**config.mk**
```make
export PLATFORM = sky130hd
export DESIGN_NAME = ldtu_deser_align
export DESIGN_NICKNAME = d
export VERILOG_FILES = /design/src/rtl/ldtu_deser_align.sv
export SDC_FILE = /design/constraint.sdc
export NUM_CORES = 1
export LEC_CHECK = 0
export ABC_AREA = 1
export BUFFER_PORTS_ARGS = -buffer_cell sky130_fd_sc_hd__buf_4
export CAP_MARGIN = 20
export CORE_MARGIN = 4
export CORE_UTILIZATION = 52
export CTS_CLUSTER_SIZE = 24
export DETAILED_ROUTE_END_ITERATION = 10
export GPL_TIMING_DRIVEN = 0
export PLACE_DENSITY = 0.75
export SLEW_MARGIN = 20
export SYNTH_ARGS = -nofsm -noshare
export SYNTH_HDL_FRONTEND = slang
export SYNTH_SLANG_ARGS = --single-unit
```
**constraint.sdc**
```tcl
create_clock -name clock -period 1.8 [get_ports clock]
set_clock_uncertainty 0.15 [all_clocks]
set_input_delay 0.36 -clock clock [delete_from_list [all_inputs] [get_ports clock]]
set_output_delay 0.36 -clock clock [all_outputs]
set_load 0.02 [all_outputs]
```
**src/rtl/ldtu_deser_align.sv**
```systemverilog
// ldtu_deser_align: serial-to-word deserializer locking to an idle pattern; LDTU_DESER_ERRCNT_EN enables the lock-loss counter
module ldtu_deser_align #(
  parameter logic [31:0] IDLE_PATTERN = 32'hEAAAAAAA,
  parameter int N_CONFIRM = 4,
  parameter int SLIP_MAX = 4
) (
  input  logic        clock,
  input  logic        rst_b,
  input  logic        ser_in,
  input  logic        enable,
  input  logic        realign,
  output logic [31:0] word_out,
  output logic        word_valid,
  output logic        idle_seen,
  output logic        locked,
  output logic [1:0]  align_state,
  output logic [7:0]  align_err_cnt
);
  typedef enum logic [1:0] {HUNT = 2'd0, VERIFY = 2'd1, LOCKED = 2'd2} state_t;
  localparam logic [7:0] NC = 8'(N_CONFIRM);
  localparam logic [7:0] SM = 8'(SLIP_MAX);
  state_t state;
  logic [31:0] sr;
  logic [4:0] bit_cnt;
  logic [7:0] conf_cnt, slip_cnt;
  logic is_idle;
  assign is_idle = sr == IDLE_PATTERN;
  assign align_state = state;
  always_ff @(posedge clock) begin
    if (!rst_b) begin
      sr <= '0;
      bit_cnt <= '0;
      conf_cnt <= '0;
      slip_cnt <= '0;
      state <= HUNT;
      locked <= 1'b0;
      word_out <= '0;
      word_valid <= 1'b0;
      idle_seen <= 1'b0;
    end else begin
      word_valid <= 1'b0;
      idle_seen <= 1'b0;
      if (enable) sr <= {sr[30:0], ser_in};
      if (realign) begin
        state <= HUNT;
        locked <= 1'b0;
        bit_cnt <= '0;
        conf_cnt <= '0;
        slip_cnt <= '0;
      end else if (enable) begin
        case (state)
          HUNT: if (is_idle) begin
            bit_cnt <= 5'd1;
            conf_cnt <= 8'd1;
            state <= VERIFY;
          end
          VERIFY: begin
            bit_cnt <= bit_cnt + 5'd1;
            if (bit_cnt == 5'd0) begin
              if (is_idle) begin
                conf_cnt <= conf_cnt + 8'd1;
                if (conf_cnt + 8'd1 == NC) begin
                  state <= LOCKED;
                  locked <= 1'b1;
                end
              end else begin
                state <= HUNT;
                bit_cnt <= '0;
                conf_cnt <= '0;
              end
            end
          end
          LOCKED: begin
            bit_cnt <= bit_cnt + 5'd1;
            if (bit_cnt == 5'd0) begin
              word_out <= sr;
              word_valid <= !is_idle;
              idle_seen <= is_idle;
              if (is_idle) slip_cnt <= '0;
            end else if (is_idle) begin
              // an idle word off the word grid means the bit clock slipped
              if (slip_cnt + 8'd1 == SM) begin
                state <= HUNT;
                locked <= 1'b0;
                bit_cnt <= '0;
                conf_cnt <= '0;
                slip_cnt <= '0;
              end else slip_cnt <= slip_cnt + 8'd1;
            end
          end
          default: state <= HUNT;
        endcase
      end
    end
  end
`ifdef LDTU_DESER_ERRCNT_EN
  logic [7:0] err_cnt;
  logic slip_loss;
  assign slip_loss = enable && !realign && state == LOCKED && bit_cnt != 5'd0 && is_idle && slip_cnt + 8'd1 == SM;
  always_ff @(posedge clock) begin
    if (!rst_b) err_cnt <= '0;
    else if (slip_loss && err_cnt != 8'hFF) err_cnt <= err_cnt + 8'd1;
  end
  assign align_err_cnt = err_cnt;
`else
  assign align_err_cnt = '0;
`endif
endmodule
```
==> results of run 1 <==
## cells in the mapped netlist, drive strengths merged (2+ instances only)
master    n
a21oi    68
buf      17
clkbuf   15
dfxtp    90
ha        9
inv      50
nand2   112
nand3    23
nand4     4
nor2    100
nor3      5
o21ai    72
o21bai    2
xnor2     2
xor2      3
## cells by family (layout without fill, tap and decap cells)
family,count (synthesis),in the layout,share of synthesized area
flip-flops,90,90,0.4392
buffers and inverters,82,187,0.08661
XOR/XNOR,5,5,0.01068
other,1,8,0.0009140
AND/OR/NAND/NOR,247,247,0.2598
adder cells (fa/ha/maj),9,9,0.02745
AO/OA/AOI/OAI,142,142,0.1754
## through the flow
stage          hold slack [ns]  TNS [ns]
3_5_place_dp            0.3309    -10.70
6_report                0.1282    -7.854
4_1_cts                 0.1178   -0.6374
3_3_place_gp            0.3183    -9.404
5_1_grt                 0.1591    -13.64
2_1_floorplan           0.3061         0
## placed cells by master (no fill, tap or decap), drive strengths merged, types with 8 or more instances in the layout
cell type | synthesis | routed
ha | 9 | 9
dfxtp | 90 | 90
inv | 50 | 53
nand2 | 112 | 112
nand3 | 23 | 23
clkbuf | 15 | 25
o21ai | 72 | 72
nor2 | 100 | 100
a21oi | 68 | 68
conb | 1 | 8
buf | 17 | 106
## cell type report
class	count	area share
Inverter	50	0.03296
Clock buffer	10	0.02212
Tap cell	102	0.02212
Multi-Input combinational cell	411	0.4135
Timing Repair Buffer	89	0.1364
Buffer	32	0.04011
Clock inverter	6	0.01236
Sequential cell	90	0.3205
## power breakdown
part	switching [mW]	internal (mW)	leakage, nW
registers	0.0429	2.04	0.744
clock network	0.774	0.657	0.0939
logic	0.169	0.0923	1.52
total	0.986	2.79	2.36
## per-layer routing
| layer | up-vias | GRT usage |
|---|---|---|
| met5 | - | 0 |
| met4 | 0 | 0.1026 |
| met3 | 30 | 0.04470 |
| met2 | 137 | 0.3721 |
| met1 | 2025 | 0.2638 |
| li1 | 2064 | - |
## worst max-delay path: stages, from the launching register on
cell and delay (ns):
dfxtp_1 0.32, inv_2 0.08, nand2_1 0.06, nor2_1 0.17, nand2_1 0.11, nor2_2 0.18, nand2_2 0.13, nand2_4 0.11
nand2_4 0.07, nor2_4 0.16, nand2_4 0.10, buf_8 0.14, nor3_4 0.10, nor2_1 0.07
## timing repair
action	in CTS	in global routing
resized for setup	70	137
gates cloned	1	3
buffers inserted	23	22
endpoints found under the setup margin	58	58
hold endpoints to repair	0	0
pin swaps	22	52
## path summary, 6_finish.rpt
path,to,slack [ns],from
worst max-delay path,conf_cnt[0],-0.25,sr[0]
worst min-delay path,sr[0],0.13,ser_in
worst max register to register,conf_cnt[0],-0.25,sr[0]
worst min register to register,slip_cnt[6],0.34,slip_cnt[6]
## registers in the layout, indices dropped and copies added, names as in the netlist, 2 cells and up
| signal | count |
|---|---|
| sr | 32 |
| word_out | 32 |
| conf_cnt | 8 |
| slip_cnt | 8 |
| bit_cnt | 5 |
| align_state | 2 |
==> results_dict.tcl, run 1 <==
set metrics [dict create \
    run_status "finished with violations" \
    violations "setup timing" \
    setup_viol 58 \
    cts_buffers 9 \
    vias_per_cell 5.387 \
    gp_congestion 0.8697 \
    insertion_delay_ns 0.37 \
    r2r_cells 13 \
    seq_area_frac_synth 0.4392 \
    clock_sinks 90 \
    p_leak_nw 2.359 \
    required_ns 1.92 \
    clk_pin_slew_ns 0.09 \
    grt.total_usage 0.2188 \
    htree_levels 3 \
    hp-class "input pin to register" \
    synthCells 576 \
    final_nets 697 \
    dpl_cell_area_mm2 0.004569 \
    die_h_um 96.83 \
    rows 32 \
    grt_setup_unrepaired "true" \
    initialDrtViolationCount 276 \
    grt_pass1_wl_um 17140 \
    peakVddDrop_uv 570.6 \
    fin_area_mm2 0.005771 \
    cts_tree "yes" \
    ys_ff_latch 90 \
    drc 0 \
    port_buffers 40 \
    drv_slew 0 \
    n_fill_cell 530 \
    period_needed_ns 2.054 \
    synth_ff_type "dfxtp_1" \
    critical_path_class "register to register" \
    ant_nets 0 \
    numPlacedInstances 725 \
    dieWidth_um 96.83 \
    layout.cells.non_filler 790 \
    yosys.area.top_type "dfxtp_1" \
    slew_headroom 0.5214 \
    met3_length_um 604 \
    setup_slack_ns -0.2540 \
    drive_gt1_frac 0.4055 \
    dieArea_mm2 0.009375 \
    layout_worst_path_cycle_share 1.141 \
    grt_max_degree 17 \
    drt_wl_total_um 12000 \
    initial_core_util 0.5337 \
    maxCapViolCount 0 \
    wl_per_cell_um 15.18 \
    critPathLaunchType "register" \
    cp_max_fo 5 \
    grt_overflow 0 \
    register_area_mm2 0.001849 \
    root_buffer "clkbuf_8" \
    yosys-top-cells-area "dfxtp_1 44%, nand2_1 9.3%, nor2_1 8.5%" \
    critPathArrivalTime_ns 2.18 \
    synth.avg_cell_area_um2 7.123 \
    synth_top_area_frac 0.4392 \
    syn_to_final_growth_pct 40.65 \
    multi_input_area_mm2 0.002386 \
    synthArstFlopShare 0 \
    postCtsHoldBufs 0 \
    whs_path_depth 3 \
    met2WireLength_um 6234 \
    wl_met1_um 4789 \
    antenna_found_initial 0 \
    synth_edf_count 0 \
    num_vias 4256 \
    p_per_area_mw_per_mm2 653.5 \
    synth_cell_type_count 32 \
    diodes 0 \
    power_mw 3.771 \
    core-area_mm2 0.007687 \
    syn-cell-area_mm2 0.004103 \
    ios 50 \
    top_layer_used "met4" \
    post-place-ws_ns -0.2697 \
    cts.path.max_buffers 2 \
    fmax_ghz 0.4869 \
    endpoint_kind "register" \
    first_pass_iters 5 \
    ys_warn_count 0 \
    dpl.hpwl_um 6739 \
    hold_viol 0 \
    grt_pass1_vias 3727 \
    fin_util 0.7507 \
    worst_slew_pin_slew_ns 0.7179 \
]
Power figures use the tool's default switching activity.
==> run 2: changes to the inputs <==
- ABC_CLOCK_PERIOD_IN_PS: unset -> 1800
- CELL_PAD_IN_SITES_DETAIL_PLACEMENT: unset -> 1
- CELL_PAD_IN_SITES_GLOBAL_PLACEMENT: unset -> 1
- CORE_UTILIZATION: 52 -> 38
- GPL_ROUTABILITY_DRIVEN: unset -> 0
- PLACE_DENSITY: 0.75 -> unset
- PLACE_DENSITY_LB_ADDON: unset -> 0.1
==> run 2 against run 1 <==
  * The run still ends with setup timing left
  * Fmax shrank 4.8%
  * Via count up 0.23%
  * Setup slack got worse by 0.10 ns
  * Clock power rose by 3%
  * Flip-flop and latch count is the same
  * Cell count grew 4.4%
  * Global-route usage fell by 1.0 points
  * Sequential share of layout area shrank 1.2 points
  * Worst hold slack better by 0.058 ns
  * Highest routed layer unchanged
==> results_dict.tcl, run 2 (synthesized netlist as in run 1, its figures left out) <==
set metrics [dict create \
    clk_pin_slew_ns 0.10 \
    grt_overflow 0 \
    drt_wl_total_um 14460 \
    setup_viol 58 \
    first_pass_iters 4 \
    final_nets 698 \
    dpl_cell_area_mm2 0.004612 \
    fmax_ghz 0.4633 \
    period_needed_ns 2.158 \
    grt_pass1_vias 4366 \
    initial_core_util 0.3939 \
    critPathLaunchType "register" \
    maxCapViolCount 0 \
    hp-class "input pin to register" \
    cts_tree "yes" \
    setup-tns-final_ns -9.743 \
    top_regs "sr: 32 flops, word_out: 32 flops" \
    fin_area_mm2 0.006022 \
    ant_nets 0 \
    drv_slew 0 \
    cts_buffers 9 \
    grt.total_usage 0.2084 \
    p_per_area_mw_per_mm2 638.5 \
    syn_to_final_growth_pct 46.78 \
    peakVddDrop_uv 484.1 \
    antenna_found_initial 0 \
    rrSetupSlack_ns -0.36 \
    rows 37 \
    htree_levels 3 \
    dieWidth_um 111.9 \
    clock_sinks 90 \
    numPlacedInstances 759 \
    cts.path.max_buffers 2 \
    diodes 0 \
    initialDrtViolationCount 142 \
    violations "setup timing" \
    endpoint_kind "register" \
    worst_slew_pin_slew_ns 0.8457 \
    grt_setup_unrepaired "true" \
    final_common_cell "nand2_1" \
    root_buffer "clkbuf_8" \
    n_fill_cell 1291 \
    dpl.hpwl_um 8260 \
    slew_headroom 0.4362 \
    setup_slack_ns -0.3584 \
    whs_ns 0.1858 \
    cp_max_fo 5 \
    drc 0 \
    layout.cells.non_filler 825 \
    p_leak_nw 2.374 \
    critical_path_class "register to register" \
    drive_gt1_frac 0.4456 \
    die_h_um 111.9 \
    grt_pass1_wl_um 21310 \
    hold_viol 0 \
    insertion_delay_ns 0.37 \
    critPathArrivalTime_ns 2.30 \
    vias_per_cell 5.171 \
    grt_max_degree 16 \
    layout_worst_path_cycle_share 1.199 \
    required_ns 1.95 \
    num_vias 4266 \
    wl_per_cell_um 17.53 \
    fin_util 0.5781 \
    postCtsHoldBufs 0 \
    dieArea_mm2 0.01252 \
    run_status "finished with violations" \
    core-area_mm2 0.01042 \
    port_buffers 40 \
    final_cell_mix "83 x nand2_1, 77 x buf_4, 66 x nor2_1, 59 x dfxtp_1, 51 x a21oi_1" \
    ios 50 \
]
## run 2: power by group
part / switching [mW] / total [mW] / internal [mW]
Sequential: 0.0506 / 2.08 / 2.03
Clock: 0.793 / 1.48 / 0.689
Combinational: 0.186 / 0.280 / 0.0942
## run 2: timing repair
item                                    in CTS  in global routing
buffers inserted                            26                 19
hold endpoints to repair                     0                  0
resized for setup                          122                132
endpoints found under the setup margin      58                 58
cloned                                       3                  3
pin swaps                                   31                 43
## run 2: cell type report
type                            instances  area [µm²]  share of cell area
Buffer                                 32       249.0             0.04135
Clock buffer                           11       141.4             0.02348
Clock inverter                          5       62.56             0.01039
Inverter                               50       192.7             0.03200
Multi-Input combinational cell        412        2524              0.4191
Sequential cell                        90        1861              0.3090
Tap cell                              136       170.2             0.02826
Timing Repair Buffer                   89       822.0              0.1365
## run 2: per-stage QoR
stage          worst slack (ns)  total power [mW]
3_5_place_dp            -0.3451             2.333
6_report                -0.3584             3.845
3_3_place_gp            -0.2977             2.325
2_1_floorplan           0.01378             2.265
5_1_grt                 -0.4686             4.013
4_1_cts                 -0.1009             3.817
## run 2: worst paths after layout
kind / depth (start not counted) / end / start
setup / recovery: 12 / bit_cnt[0] / sr[27]
setup reg to reg: 12 / bit_cnt[0] / sr[27]
hold / removal: 3 / sr[0] / ser_in
hold reg to reg: 2 / sr[17] / sr[16]
## run 2: metal layers
layer | vias to the layer above | part of all wire | global-route usage
li1 | 2070 | - | -
met1 | 2096 | 0.42 | 0.2413
met2 | 76 | 0.53 | 0.3833
met3 | 24 | 0.026 | 0.04185
met4 | 0 | 0.021 | 0.06488
met5 | - | 0 | 0
## run 2: worst max-delay path, cell delays in order, from the launching register on
cell     delay (ns)
dfxtp_1        0.48
nand2_1        0.10
nor2_1         0.12
nand2_1        0.08
nor2_2         0.14
nand2_2        0.10
nand2_2        0.09
buf_6          0.11
buf_4          0.09
nand3_1        0.22
nand2_1        0.18
nand2_1        0.08
a21oi_1        0.14
==> run 3: changes to the inputs <==
- REMOVE_ABC_BUFFERS: unset -> 1
==> run 3 against run 2 <==
  * The run still ends with setup timing left
  * Flip-flop and latch count stayed put
  * Utilization down 2.9 points
  * Combinational power shrank 15%
  * Critical path depth fell by 3
  * Clock-buffer cell count stayed put
==> results_dict.tcl, run 3 (synthesized netlist as in run 1, its figures left out) <==
set metrics [dict create \
    run_status "finished with violations" \
    violations "setup timing" \
    clock_sinks 90 \
    pwr-share-seq 0.584 \
    period_needed_ns 1.944 \
    grt_setup_unrepaired "true" \
    p_leak_nw 2.297 \
    n_fill_cell 1309 \
    numPlacedInstances 731 \
    vias_per_cell 5.107 \
    grt_pass1_vias 4121 \
    clkPwrFrac 0.350 \
    layout.cells.non_filler 805 \
    p_per_area_mw_per_mm2 622.9 \
    insertion_delay_ns 0.35 \
    grt_pass1_wl_um 19840 \
    endpoint_kind "register" \
    grt.total_usage 0.1919 \
    slowest_delay_ns 0.48 \
    whs_ns 0.1617 \
    drv_slew 0 \
    die_h_um 111.9 \
    slew_headroom 0.5293 \
    dieArea_mm2 0.01252 \
    syn_to_final_growth_pct 39.31 \
    layout_worst_path_cycle_share 1.080 \
    combinationalPowerShare 0.067 \
    antenna_found_initial 0 \
    core-area_mm2 0.01042 \
    fin_util 0.5487 \
    dpl.hpwl_um 7029 \
    register_area_mm2 0.001854 \
    critical_path_class "register to register" \
    multi_input_area_mm2 0.002444 \
    first_pass_iters 4 \
    initial_core_util 0.3939 \
    drt_wl_total_um 12750 \
    cp_cell_sequence "nand2_1 -> o21bai_4 -> nand2_2 -> nor2_4 -> nand4_4 -> nand2_8 -> nand3_2 -> nor2_1 -> nor2_1" \
    wl_per_cell_um 15.84 \
    rows 37 \
    sw_frac_of_total 0.2563 \
    num_vias 4111 \
    root_buffer "clkbuf_8" \
    ios 50 \
    drive_gt1_frac 0.4111 \
    final_nets 679 \
    cts_tree "yes" \
    cpMaxStageDelayCell "dfxtp_1" \
    critPathLaunchType "register" \
    cts_buffers 9 \
    critPathArrivalTime_ns 2.05 \
    setup_viol 18 \
    drc 0 \
    final_common_cell "buf_4" \
    hp-class "input pin to register" \
    grt_max_degree 67 \
    diodes 0 \
    required_ns 1.90 \
    crit_top_cell "nor2_1" \
    final_cell_mix "89 x buf_4, 80 x nand2_1, 75 x nor2_1, 58 x dfxtp_1, 56 x a21oi_1" \
    clk_pin_slew_ns 0.09 \
    grt_overflow 0 \
    fmax_ghz 0.5145 \
    maxCapViolCount 0 \
    peakVddDrop_uv 460.0 \
    initialDrtViolationCount 115 \
    fin_area_mm2 0.005715 \
    setup_slack_ns -0.1438 \
    cts.path.max_buffers 2 \
    post-place-ws_ns -0.7642 \
    dpl_cell_area_mm2 0.004474 \
    hold_viol 0 \
    ant_nets 0 \
    switchingPower_mw 0.9126 \
    port_buffers 41 \
    worst_slew_pin_slew_ns 0.7022 \
    dieWidth_um 111.9 \
    cp_max_fo 8 \
    htree_levels 3 \
    top_regs "sr: 32 flops, word_out: 32 flops" \
    intPower_mw 2.647 \
]
==> run 3: path summary, 6_finish.rpt <==
check / from / to / slack [ns] / cells past startpoint
worst min-delay path: ser_in / sr[0] / 0.16 / 3
worst min register to register: sr[10] / sr[10] / 0.34 / 2
worst max-delay path: slip_cnt[4] / align_state[0] / -0.14 / 9
worst max register to register: slip_cnt[4] / align_state[0] / -0.14 / 9
==> run 3: cell type report <==
| class | instances | area share |
|---|---|---|
| inverters | 50 | 0.03525 |
| multi-input cells | 412 | 0.4275 |
| flip-flops and latches | 90 | 0.3244 |
| well taps | 136 | 0.02977 |
| repair inverters | 1 | 0.0008757 |
| repair buffers | 101 | 0.1524 |
| clock inverters | 4 | 0.005035 |
| clock buffers | 11 | 0.02474 |
==> run 3: critical path, delay by kind of cell (launching register included) <==
family | cells | cell delay (ns)
flip-flops | 1 | 0.48
AND/OR/NAND/NOR | 8 | 1.04
AO/OA/AOI/OAI | 1 | 0.18
==> run 3: repair_timing <==
| action | in CTS | in global routing |
|---|---|---|
| buffers inserted | 41 | 14 |
| cloned | 2 | 3 |
| endpoints found under the hold margin | 0 | 0 |
| endpoints found under the setup margin | 58 | 66 |
| hold buffers | 0 | 0 |
| resized for setup | 74 | 109 |
| pin swaps | 29 | 36 |
==> run 3: through the flow <==
step | power, mW | TNS [ns]
after global placement | 2.292 | -138.56
after global routing | 3.730 | -4.207
after floorplan | 2.224 | -68.55
after CTS | 3.566 | -0.7916
final | 3.560 | -1.511
after detailed placement | 2.300 | -32.99
==> run 3: metal layers <==
layer | vias up | global-route usage | wire [µm] | share of wire
met4 | 0 | 0.05596 | 182 | 0.014
li1 | 2019 | - | - | -
met1 | 2019 | 0.2359 | 5692 | 0.45
met5 | - | 0 | 0 | 0
met2 | 60 | 0.3409 | 6470 | 0.51
met3 | 13 | 0.03533 | 406 | 0.032
==> run 3: power groups by stage <==
stage | Combinational [mW] | Clock [mW] | Sequential (mW)
3_3_place_gp | 0.174 | 0 | 2.12
2_1_floorplan | 0.115 | 0 | 2.11
3_5_place_dp | 0.181 | 0 | 2.12
6_report | 0.237 | 1.24 | 2.08
5_1_grt | 0.265 | 1.38 | 2.09
4_1_cts | 0.209 | 1.28 | 2.07
